[src/rtl/command_arbiter_if.sv]
// command_arbiter_if: shared types and the requester/command-buffer bundle for command_arbiter
// Optional stats port appears when CMD_ARBITER_STATS_EN is defined.
package command_arbiter_pkg;
    typedef enum logic [3:0] {INVALID, READ_CL_NA, READ_CL_S, WRITE_NA, WRITE_MI} afu_command_t;
    typedef enum logic [2:0] {STRICT, ABORT, PAGE, PREF, SPEC} trans_order_t;
    typedef enum logic [1:0] {CMD_INVALID, CMD_WED, CMD_READ, CMD_WRITE} cmd_type_t;
    typedef enum logic [1:0] {ARB_RESET, ARB_IDLE, ARB_RUN, ARB_DRAIN} arb_state_t;
    localparam logic [7:0] INVALID_ID = 8'hFF;
    typedef struct packed {
        logic [7:0] cu_id;
        cmd_type_t  cmd_type;
    } CommandTag;
    typedef struct packed {
        logic         valid;
        afu_command_t command;
        logic [63:0]  address;
        logic [11:0]  size;
        trans_order_t abt;
        CommandTag    cmd;
    } CommandBufferLine;
    typedef struct packed {
        logic alfull;
    } BufferStatus;
    typedef struct packed {
        logic valid;
    } ResponseBufferLine;
    localparam CommandBufferLine CMD_RESET = '{valid: 1'b0, command: INVALID, address: 64'd0, size: 12'd0,
                                               abt: STRICT, cmd: '{cu_id: INVALID_ID, cmd_type: CMD_INVALID}};
`ifdef CMD_ARBITER_STATS_EN
    typedef struct packed {
        logic [31:0] issued_count;
        logic [31:0] stall_count;
    } ArbiterStats;
`endif
endpackage

interface command_arbiter_if import command_arbiter_pkg::*; #(
    parameter int NUM_REQ = 4,
    parameter int CNT_W   = 7
);
    logic                 enabled_in;
    CommandBufferLine     command_in [NUM_REQ];
    BufferStatus          command_buffer_status;
    ResponseBufferLine    response_in;
    logic [NUM_REQ-1:0]   grant_out;
    CommandBufferLine     command_out;
    logic [CNT_W-1:0]     outstanding_out;
    logic                 idle_out;
`ifdef CMD_ARBITER_STATS_EN
    ArbiterStats          stats_out;
    modport master (output enabled_in, command_in, command_buffer_status, response_in,
                    input grant_out, command_out, outstanding_out, idle_out, stats_out);
    modport slave  (input enabled_in, command_in, command_buffer_status, response_in,
                    output grant_out, command_out, outstanding_out, idle_out, stats_out);
`else
    modport master (output enabled_in, command_in, command_buffer_status, response_in,
                    input grant_out, command_out, outstanding_out, idle_out);
    modport slave  (input enabled_in, command_in, command_buffer_status, response_in,
                    output grant_out, command_out, outstanding_out, idle_out);
`endif
endinterface

[src/rtl/command_arbiter.sv]
// command_arbiter: round-robin arbiter for the AFU command buffer with alfull and credit throttling
// Define CMD_ARBITER_STATS_EN to add issued/stall counters on stats_out.
module command_arbiter import command_arbiter_pkg::*; #(
    parameter int NUM_REQ         = 4,
    parameter int MAX_OUTSTANDING = 64,
    parameter int CNT_W           = 7
) (
    input  logic            clock,
    input  logic            rstn,
    command_arbiter_if.slave bus
);
    localparam int PTR_W = (NUM_REQ > 1) ? $clog2(NUM_REQ) : 1;

    arb_state_t         r_state, w_next;
    logic               r_en;
    logic [PTR_W-1:0]   r_ptr, w_ptr_next, w_win, w_idx;
    logic [CNT_W-1:0]   r_cnt;
    CommandBufferLine   r_cmd, w_sel;
    logic [NUM_REQ-1:0] w_valid, w_grant;
    logic               w_found, w_issue, w_resp;

    // gather request valids from the per-requester lines
    always_comb begin
        w_valid = '0;
        for (int i = 0; i < NUM_REQ; i++) w_valid[i] = bus.command_in[i].valid;
    end

    // first valid requester at or above the pointer, wrapping
    always_comb begin
        w_found = 1'b0;
        w_win   = r_ptr;
        w_idx   = r_ptr;
        for (int k = 0; k < NUM_REQ; k++) begin
            w_idx = PTR_W'((int'(r_ptr) + k) % NUM_REQ);
            if (!w_found && w_valid[w_idx]) begin
                w_found = 1'b1;
                w_win   = w_idx;
            end
        end
    end

    // mux out the winning command line
    always_comb begin
        w_sel = CMD_RESET;
        for (int i = 0; i < NUM_REQ; i++) if (PTR_W'(i) == w_win) w_sel = bus.command_in[i];
    end

    // issue gating, grant vector, credit return and pointer advance
    always_comb begin
        w_issue    = r_state == ARB_RUN && w_found && !bus.command_buffer_status.alfull &&
                     r_cnt < CNT_W'(MAX_OUTSTANDING);
        w_grant    = w_issue ? NUM_REQ'(1) << w_win : '0;
        w_resp     = bus.response_in.valid && r_cnt != '0;
        w_ptr_next = w_issue ? (w_win == PTR_W'(NUM_REQ - 1) ? '0 : w_win + 1'b1) : r_ptr;
    end

    // next-state: drain keeps retiring responses and can resume if re-enabled
    always_comb begin
        w_next = r_state;
        case (r_state)
            ARB_RESET: w_next = ARB_IDLE;
            ARB_IDLE:  w_next = r_en ? ARB_RUN : ARB_IDLE;
            ARB_RUN:   w_next = r_en ? ARB_RUN : ARB_DRAIN;
            ARB_DRAIN: w_next = r_en ? ARB_RUN : (r_cnt == '0 ? ARB_IDLE : ARB_DRAIN);
            default:   w_next = ARB_RESET;
        endcase
    end

    assign bus.grant_out       = w_grant;
    assign bus.command_out     = r_cmd;
    assign bus.outstanding_out = r_cnt;
    assign bus.idle_out        = r_state == ARB_IDLE && r_cnt == '0;

    // state, registered enable, pointer, credits and the output command register
    always_ff @(posedge clock or negedge rstn) begin
        if (!rstn) begin
            r_state <= ARB_RESET;
            r_en    <= 1'b0;
            r_ptr   <= '0;
            r_cnt   <= '0;
            r_cmd   <= CMD_RESET;
        end else begin
            r_state <= w_next;
            r_en    <= bus.enabled_in;
            r_ptr   <= w_ptr_next;
            r_cnt   <= r_cnt + CNT_W'(w_issue) - CNT_W'(w_resp);
            if (w_issue) r_cmd <= w_sel;
            else r_cmd.valid <= 1'b0;
        end
    end

`ifdef CMD_ARBITER_STATS_EN
    logic [31:0] r_issued, r_stall;

    // saturating counts of grants and of throttled request cycles
    always_ff @(posedge clock or negedge rstn) begin
        if (!rstn) begin
            r_issued <= '0;
            r_stall  <= '0;
        end else begin
            if (w_issue && r_issued != '1) r_issued <= r_issued + 32'd1;
            if (r_state == ARB_RUN && w_found && !w_issue && r_stall != '1) r_stall <= r_stall + 32'd1;
        end
    end

    assign bus.stats_out = '{issued_count: r_issued, stall_count: r_stall};
`endif
endmodule
[src/flat_wrapper.sv]
// flat-port wrapper written by rule: the top's interface ports become plain ports
module command_arbiter_flat import command_arbiter_pkg::*;
#(
    parameter int NUM_REQ         = 4,
    parameter int MAX_OUTSTANDING = 64,
    parameter int CNT_W           = 7
)
  (clock, rstn, bus_enabled_in, bus_command_in, bus_command_buffer_status, bus_response_in, bus_grant_out, bus_command_out, bus_outstanding_out, bus_idle_out);
  command_arbiter_if #(.NUM_REQ(NUM_REQ), .CNT_W(CNT_W)) bus_i ();
  input  logic clock;
  input  logic rstn;
  input wire logic [$bits(bus_i.enabled_in)-1:0] bus_enabled_in;
  input wire logic [$bits(bus_i.command_in)-1:0] bus_command_in;
  input wire logic [$bits(bus_i.command_buffer_status)-1:0] bus_command_buffer_status;
  input wire logic [$bits(bus_i.response_in)-1:0] bus_response_in;
  output wire logic [$bits(bus_i.grant_out)-1:0] bus_grant_out;
  output wire logic [$bits(bus_i.command_out)-1:0] bus_command_out;
  output wire logic [$bits(bus_i.outstanding_out)-1:0] bus_outstanding_out;
  output wire logic [$bits(bus_i.idle_out)-1:0] bus_idle_out;
  assign bus_i.enabled_in = bus_enabled_in;
  assign bus_i.command_in = {>>{bus_command_in}};
  assign bus_i.command_buffer_status = bus_command_buffer_status;
  assign bus_i.response_in = bus_response_in;
  assign bus_grant_out = bus_i.grant_out;
  assign bus_command_out = bus_i.command_out;
  assign bus_outstanding_out = bus_i.outstanding_out;
  assign bus_idle_out = bus_i.idle_out;
  command_arbiter #(.NUM_REQ(NUM_REQ), .MAX_OUTSTANDING(MAX_OUTSTANDING), .CNT_W(CNT_W)) u_core (.clock(clock), .rstn(rstn), .bus(bus_i));
endmodule
[config.mk]
export PLATFORM = sky130hd
export DESIGN_NAME = command_arbiter_flat
export DESIGN_NICKNAME = d
export VERILOG_FILES = /design/src/rtl/command_arbiter_if.sv /design/src/rtl/command_arbiter.sv /design/src/flat_wrapper.sv
export SDC_FILE = /design/constraint.sdc
export NUM_CORES = 1
export LEC_CHECK = 0
export CAP_MARGIN = 15
export CORE_AREA = 4 4 186 188
export CTS_CLUSTER_SIZE = 16
export DETAILED_ROUTE_END_ITERATION = 6
export DIE_AREA = 0 0 190 192
export PLACE_DENSITY = 0.61
export SYNTH_ARGS = -nofsm -noshare
export SYNTH_HDL_FRONTEND = slang
export SYNTH_SLANG_ARGS = --single-unit
[constraint.sdc]
create_clock -name clock -period 3.95 [get_ports clock]
set_input_delay 1.185 -clock clock [delete_from_list [all_inputs] [get_ports clock]]
set_output_delay 1.185 -clock clock [all_outputs]
set_load 0.02 [all_outputs]
---- Word level (Yosys, flattened, before mapping) ----
Cells that the tools add are included.
operators by class
  reductions and logical operators ........ 16
  divide/modulo/power cells ............... 0
  add/subtract/negate cells ............... 6
  bitwise logic cells ..................... 0
  shift-type cells ........................ 1
  mux-type cells .......................... 27
  $mul .................................... 0
  $lt $le $gt $ge ......................... 5
  eq/ne operators ......................... 7
operators with widths
  cell                 count
  $mux 94              4
  $mux 2               7
  $lt 2x3->1 const B   4
  $mux 1               10
  $bmux 1 s2           4
  $logic_and 1x1->1    8
  $pmux 2 s4           1
  $add 7x1->7          1
  $logic_not 7->1      1
  $lt 7x7->1 const B   1
  $reduce_bool 7->1    1
  $sub 7x1->7          1
  $eq 2x2->1 const B   3
  $add 2x1->2 const B  2
  $add 2x2->2 const B  2
  $eq 2x2->1 const A   2
  $logic_not 1->1      4
  $logic_not 2->1      2
  $mux 4               1
  $shl 1x2->4 const A  1
  $eq 1x2->1 const A   1
  $eq 2x1->1 const B   1
word-level totals
  input port bits ......................... 381
  register bits ........................... 106
  memory bits (writable) .................. 0
  output and inout bits ................... 106
  memories kept ........................... 0
  memory bits (read-only) ................. 0
  logic and storage cells ................. 73
  latch bits .............................. 0

---- Depth between registers and ports, before layout ----
  depth after elaboration ................. 18
  gate-level depth with buffers ........... 12
  gate-level depth less buffers ........... 12

---- Worst setup path before layout ----
No wires, ideal clock.
  path type ............................... input port to output port
  start ................................... input port bus_command_in[375]
  end ..................................... output port bus_grant_out[3]
  buffers on the path ..................... 3
  arrival ................................. 2837 ps
  data required time ...................... 2765 ps
  slack ................................... -72 ps
  cell stages on the path ................. 7
  path through ............................ nor2b_1 > o31ai_1 > ha_1 > buf_2 > clkbuf_1 > clkbuf_1 > and2_1
on the way
  cells in the longest elaborated chain, start to end .. 16
  elaborated cells on any way between the ends .. 26
  those cells by class .................... shift: 1; mux: 16; reduce/logical: 9
RTL lines
  item                            RTL line               source
  from (decl)                     flat_wrapper.sv:13     input wire logic [$bits(bus_i.command_in)-1:0] bus_command_in;
  $bmux 1 s2                      command_arbiter.sv:35  if (!w_found && w_valid[w_idx]) begin
  $mux 1 (not written as such)    command_arbiter.sv:35
  $mux 1                          command_arbiter.sv:35
  $logic_not 1->1                 command_arbiter.sv:35
  $logic_and 1x1->1               command_arbiter.sv:35
  $mux 1                          command_arbiter.sv:35
  $logic_not 1->1                 command_arbiter.sv:35
  $logic_and 1x1->1               command_arbiter.sv:35
  $mux 1                          command_arbiter.sv:35
  $logic_not 1->1                 command_arbiter.sv:35
  $logic_and 1x1->1               command_arbiter.sv:35
  $mux 1                          command_arbiter.sv:35
  $logic_and 1x1->1 (3 in a row)  command_arbiter.sv:50  w_issue = r_state == ARB_RUN && w_found && !bus.command_buffer_status.alfull &&
  $mux 4 *                        command_arbiter.sv:52  w_grant = w_issue ? NUM_REQ'(1) << w_win : '0;
  to (decl)                       flat_wrapper.sv:16     output wire logic [$bits(bus_i.grant_out)-1:0] bus_grant_out;
Every way passes the cells marked *; elsewhere a longest branch is shown, timed or not. The select of a mux whose other input is x is not followed.

---- Worst setup path in the final report ----
  start ................................... input port bus_command_in[93]
  end ..................................... output port bus_grant_out[1]
Same word-level chain as after synthesis.

==> tab_implementation.tex <==
\begin{tabular}{lr}
\hline
Metric & Value \\
\hline
\multicolumn{2}{l}{\textbf{Worst setup path}} \\
Worst setup path end & bus\_grant\_out[1] \\
Family with the most delay on the worst path & buffers and inverters \\
CP max stage delay & roughly 300 ps \\
Number of cell instances on the worst register-to-register path & 11 \\
Arrival time of the worst setup path & around 2700 ps \\
Worst path slowest cell & sky130\_fd\_sc\_hd\_\_dlygate4sd2\_1 \\
Reg-to-reg startpoint & u\_core.r\_ptr[0] \\
Critical path data required time & 2760 ps \\
Slack of the worst reg-to-reg path & a little over 1000 ps \\
Reg-to-reg critical path endpoint & u\_core.bus.command\_out[13] \\
Largest fanout on the critical path & 6 \\
Count of cell instances traversed by the critical path & 10 \\
Chain of cells forming the critical path & dlygate4sd2\_1, a211o\_1, o211ai\_1, buf\_4, inv\_2, buf\_4, ha\_4, inv\_2, nor2\_2, buf\_4 \\
Launching instance or port of the critical path & bus\_command\_in[93] \\
Critical Path Sink Type & output pin \\
Most prevalent standard cell on the critical path & sky130\_fd\_sc\_hd\_\_buf\_4 \\
Buffers and inverters on the worst path & 6 \\
Kind of start point of the critical path & primary input \\
Category of the critical setup timing path & in -> out \\
\multicolumn{2}{l}{\textbf{Placed design}} \\
Cell area after placement & around 12000 µm² \\
Placer Congestion & between 0.9 and 1 \\
HPWL Detailed & about 26 mm \\
Port buffer count & between 400 and 500 \\
\multicolumn{2}{l}{\textbf{Timing}} \\
Worst-case headroom to the max-slew limit & 0.408 \\
Final worst path period need & 3860 ps \\
RSZ-0062 raised after global routing & no \\
Final Cycle Share & 0.978 \\
Maximum operating frequency & between 200 and 300 MHz \\
Max Clock Skew & between 15 and 20 ps \\
Final Hold Viols & 0 \\
Fin. max-slew vios & 0 \\
Count of final setup violators & 0 \\
Slew at the pin with the worst max-slew slack & a little under 900 ps \\
\multicolumn{2}{l}{\textbf{Yosys}} \\
Main area contributors after synthesis & sky130\_fd\_sc\_hd\_\_dfrtp\_1 (36\%), sky130\_fd\_sc\_hd\_\_a221o\_1 (12\%), sky130\_fd\_sc\_hd\_\_a22oi\_1 (9.4\%) \\
Number of warnings printed during yosys synthesis & 0 \\
Cell Area, Synth & 6870 µm² \\
Share of synthesized flip-flops with an asynchronous set or reset & 1.00 \\
Gate Count Post-Synth & roughly 830 \\
Mean Syn Cell Area & just over 8 µm² \\
Number of synthesized register bits & between 100 and 150 \\
Cell type with the highest aggregate area in the netlist & sky130\_fd\_sc\_hd\_\_dfrtp\_1 \\
Register area share after synthesis & 0.388 \\
Number of flops mapped to enable cells by yosys & 0 \\
Primary flip-flop cell chosen by synthesis mapping & sky130\_fd\_sc\_hd\_\_dfrtp\_1 \\
Top post-synthesis cells by count & sky130\_fd\_sc\_hd\_\_a21oi\_1 (108), sky130\_fd\_sc\_hd\_\_inv\_1 (106), sky130\_fd\_sc\_hd\_\_dfrtp\_1 (98), sky130\_fd\_sc\_hd\_\_nand2\_1 (91), sky130\_fd\_sc\_hd\_\_o21ai\_0 (88) \\
Post-Syn Nets & about 1200 \\
Share of Yosys cell area claimed by the top area cell type & 0.357 \\
Count of cell types in the netlist & 38 \\
Most common cell in the netlist & sky130\_fd\_sc\_hd\_\_a21oi\_1 \\
\multicolumn{2}{l}{\textbf{Die}} \\
Initial standard-cell utilization of the core & 0.207 \\
Count of boundary I/O pins & 487 \\
Site Rows & between 60 and 70 \\
Total core area & roughly 33000 µm² \\
DIE WIDTH & around 190 µm \\
Floorplan die height & about 190 µm \\
Die area & 36500 µm² \\
\multicolumn{2}{l}{\textbf{Global routing}} \\
First-pass GRT wire length & slightly below 50 mm \\
Initial antenna violation count & 1 \\
Maximum number of pins on one net before global-route repair & approximately 170 \\
Total grt overflow & 0 \\
Number of global-route vias before repair & approximately 8100 \\
Overall fraction of global-route tracks in use & 0.170 \\
\multicolumn{2}{l}{\textbf{Final layout}} \\
Ratio of cells with drive above 1 in the final layout & 0.0592 \\
Utilization after layout & 0.381 \\
Number of nets at the end of the flow & 1673 \\
Finished layout cell area & approximately 13000 µm² \\
Signed area change from the synthesized netlist to the final layout & 83.4\% \\
\multicolumn{2}{l}{\textbf{Detailed routing}} \\
Via density per instance & approximately 4.7 \\
Final wirelength & $\sim$33 mm \\
Total iterations of the first detailed-routing run & 5 \\
Starting DRT DRC Count & approximately 460 \\
Via count of the routed design & between 8000 and 9000 \\
DRC & 0 \\
Residual antenna-violating net count after detailed routing & 0 \\
WL per Instance & 19.2 µm \\
\multicolumn{2}{l}{\textbf{Clocking}} \\
Reg clk slew, reported paths & $\sim$80 ps \\
Htree depth & 3 \\
Clock Path Buffers & 2 \\
Clock tree root buffer cell & sky130\_fd\_sc\_hd\_\_clkbuf\_16 \\
Clk\_lat worst skew & around 350 ps \\
CTS tree & done \\
CTS Hold Buffers Added & 0 \\
Clock sink count & between 100 and 150 \\
Clock buffers created by TritonCTS & 9 \\
\multicolumn{2}{l}{\textbf{Pwr}} \\
Total leakage power & roughly 0.0054 µW \\
IR Drop Worst-Case VDD & about 0.54 mV \\
Power density over the cells & between 600 and 700 nW/µm² \\
Total power after layout & a little over 8000 µW \\
\multicolumn{2}{l}{\textbf{Status}} \\
Status & complete, no violations \\
\multicolumn{2}{l}{\textbf{Job}} \\
Count of maximum capacitance violations & 0 \\
\multicolumn{2}{l}{\textbf{Hold path}} \\
Worst hold path class & reg -> reg \\
Hold Crit Start & u\_core.bus.command\_out[64] \\
\hline
\end{tabular}
## power by group
group,switching [µW],internal [µW]
registers,285,1570
clock network,466,520
logic,2820,2440
## registers in the layout, summed over array words and instances, names as in the netlist
register                    count
u_core.bus.command_out         94
u_core.bus.outstanding_out      7
u_core.r_ptr                    2
u_core.r_state                  2
u_core.r_en                     1
## worst min path at each step
stage | endpoint | cells past startpoint
global placement | u_core.r_state[0] | 1
CTS | u_core.r_state[0] | 1
global route | u_core.bus.command_out[37] | 2
floorplan | u_core.r_state[0] | 1
detailed placement | u_core.r_state[0] | 1
finish | u_core.bus.command_out[64] | 2
## cells in the final DEF (no fill, tap or decap), types with 4 or more instances in the layout
master and instances:
sky130_fd_sc_hd__ha_1 10, sky130_fd_sc_hd__buf_12 5, sky130_fd_sc_hd__a22oi_1 86, sky130_fd_sc_hd__nor2_1 5, sky130_fd_sc_hd__nand2_1 91, sky130_fd_sc_hd__inv_1 105, sky130_fd_sc_hd__a221o_1 85, sky130_fd_sc_hd__dfstp_2 8
sky130_fd_sc_hd__inv_6 4, sky130_fd_sc_hd__o21ai_0 87, sky130_fd_sc_hd__a22o_1 9, sky130_fd_sc_hd__o21ai_1 11, sky130_fd_sc_hd__o22ai_1 8, sky130_fd_sc_hd__dfrtp_1 98, sky130_fd_sc_hd__xor2_1 5, sky130_fd_sc_hd__a21oi_1 107
sky130_fd_sc_hd__clkdlybuf4s50_1 477, sky130_fd_sc_hd__buf_4 28, sky130_fd_sc_hd__clkbuf_16 9
## cell type report
type	count	area (µm²)
clock inverters	6	70.1
multi-input cells	535	3520
repair buffers	518	5140
flip-flops and latches	106	2660
well taps	448	561
inverters	108	405
clock buffers	10	239
fillers	3390	20500
diodes	1	2.50
## tightest hold or removal path, stage by stage, from the launching register on
cell and delay [ps]:
sky130_fd_sc_hd__dfrtp_1 350, sky130_fd_sc_hd__nand2_1 40, sky130_fd_sc_hd__o21ai_0 60
## what timing repair did
item                       CTS  global route
gates resized for setup     18             9
pin swaps                    2             3
buffers inserted             2             1
setup endpoints to repair    4             4
## per-stage QoR
stage,instances,setup TNS [ps],hold slack (ps),worst slack [ps]
floorplan,831,0,429,10.1
global placement,1712,-10710,441,-566
detailed placement,1712,-19390,466,-649
CTS,1730,0,464,23.5
global route,1732,0,504,15.3
finish,1732,0,478,88.3
## cell families after synthesis
logic type	count (synthesis)	synth area share
adder cells (fa/ha/maj)	14	0.0266
buffers and inverters	190	0.109
multiplexers	1	0.00164
AND/OR/NAND/NOR	110	0.0665
flip-flops	106	0.388
XOR/XNOR	6	0.00765
AO/OA/AOI/OAI	404	0.401
## per-layer routing
metal  wire [µm]  track usage
met3        2790       0.0513
met4         818       0.0459
met2       16300        0.286
met1       13500        0.211
met5           0            0
(Power assumes the default switching activity.)
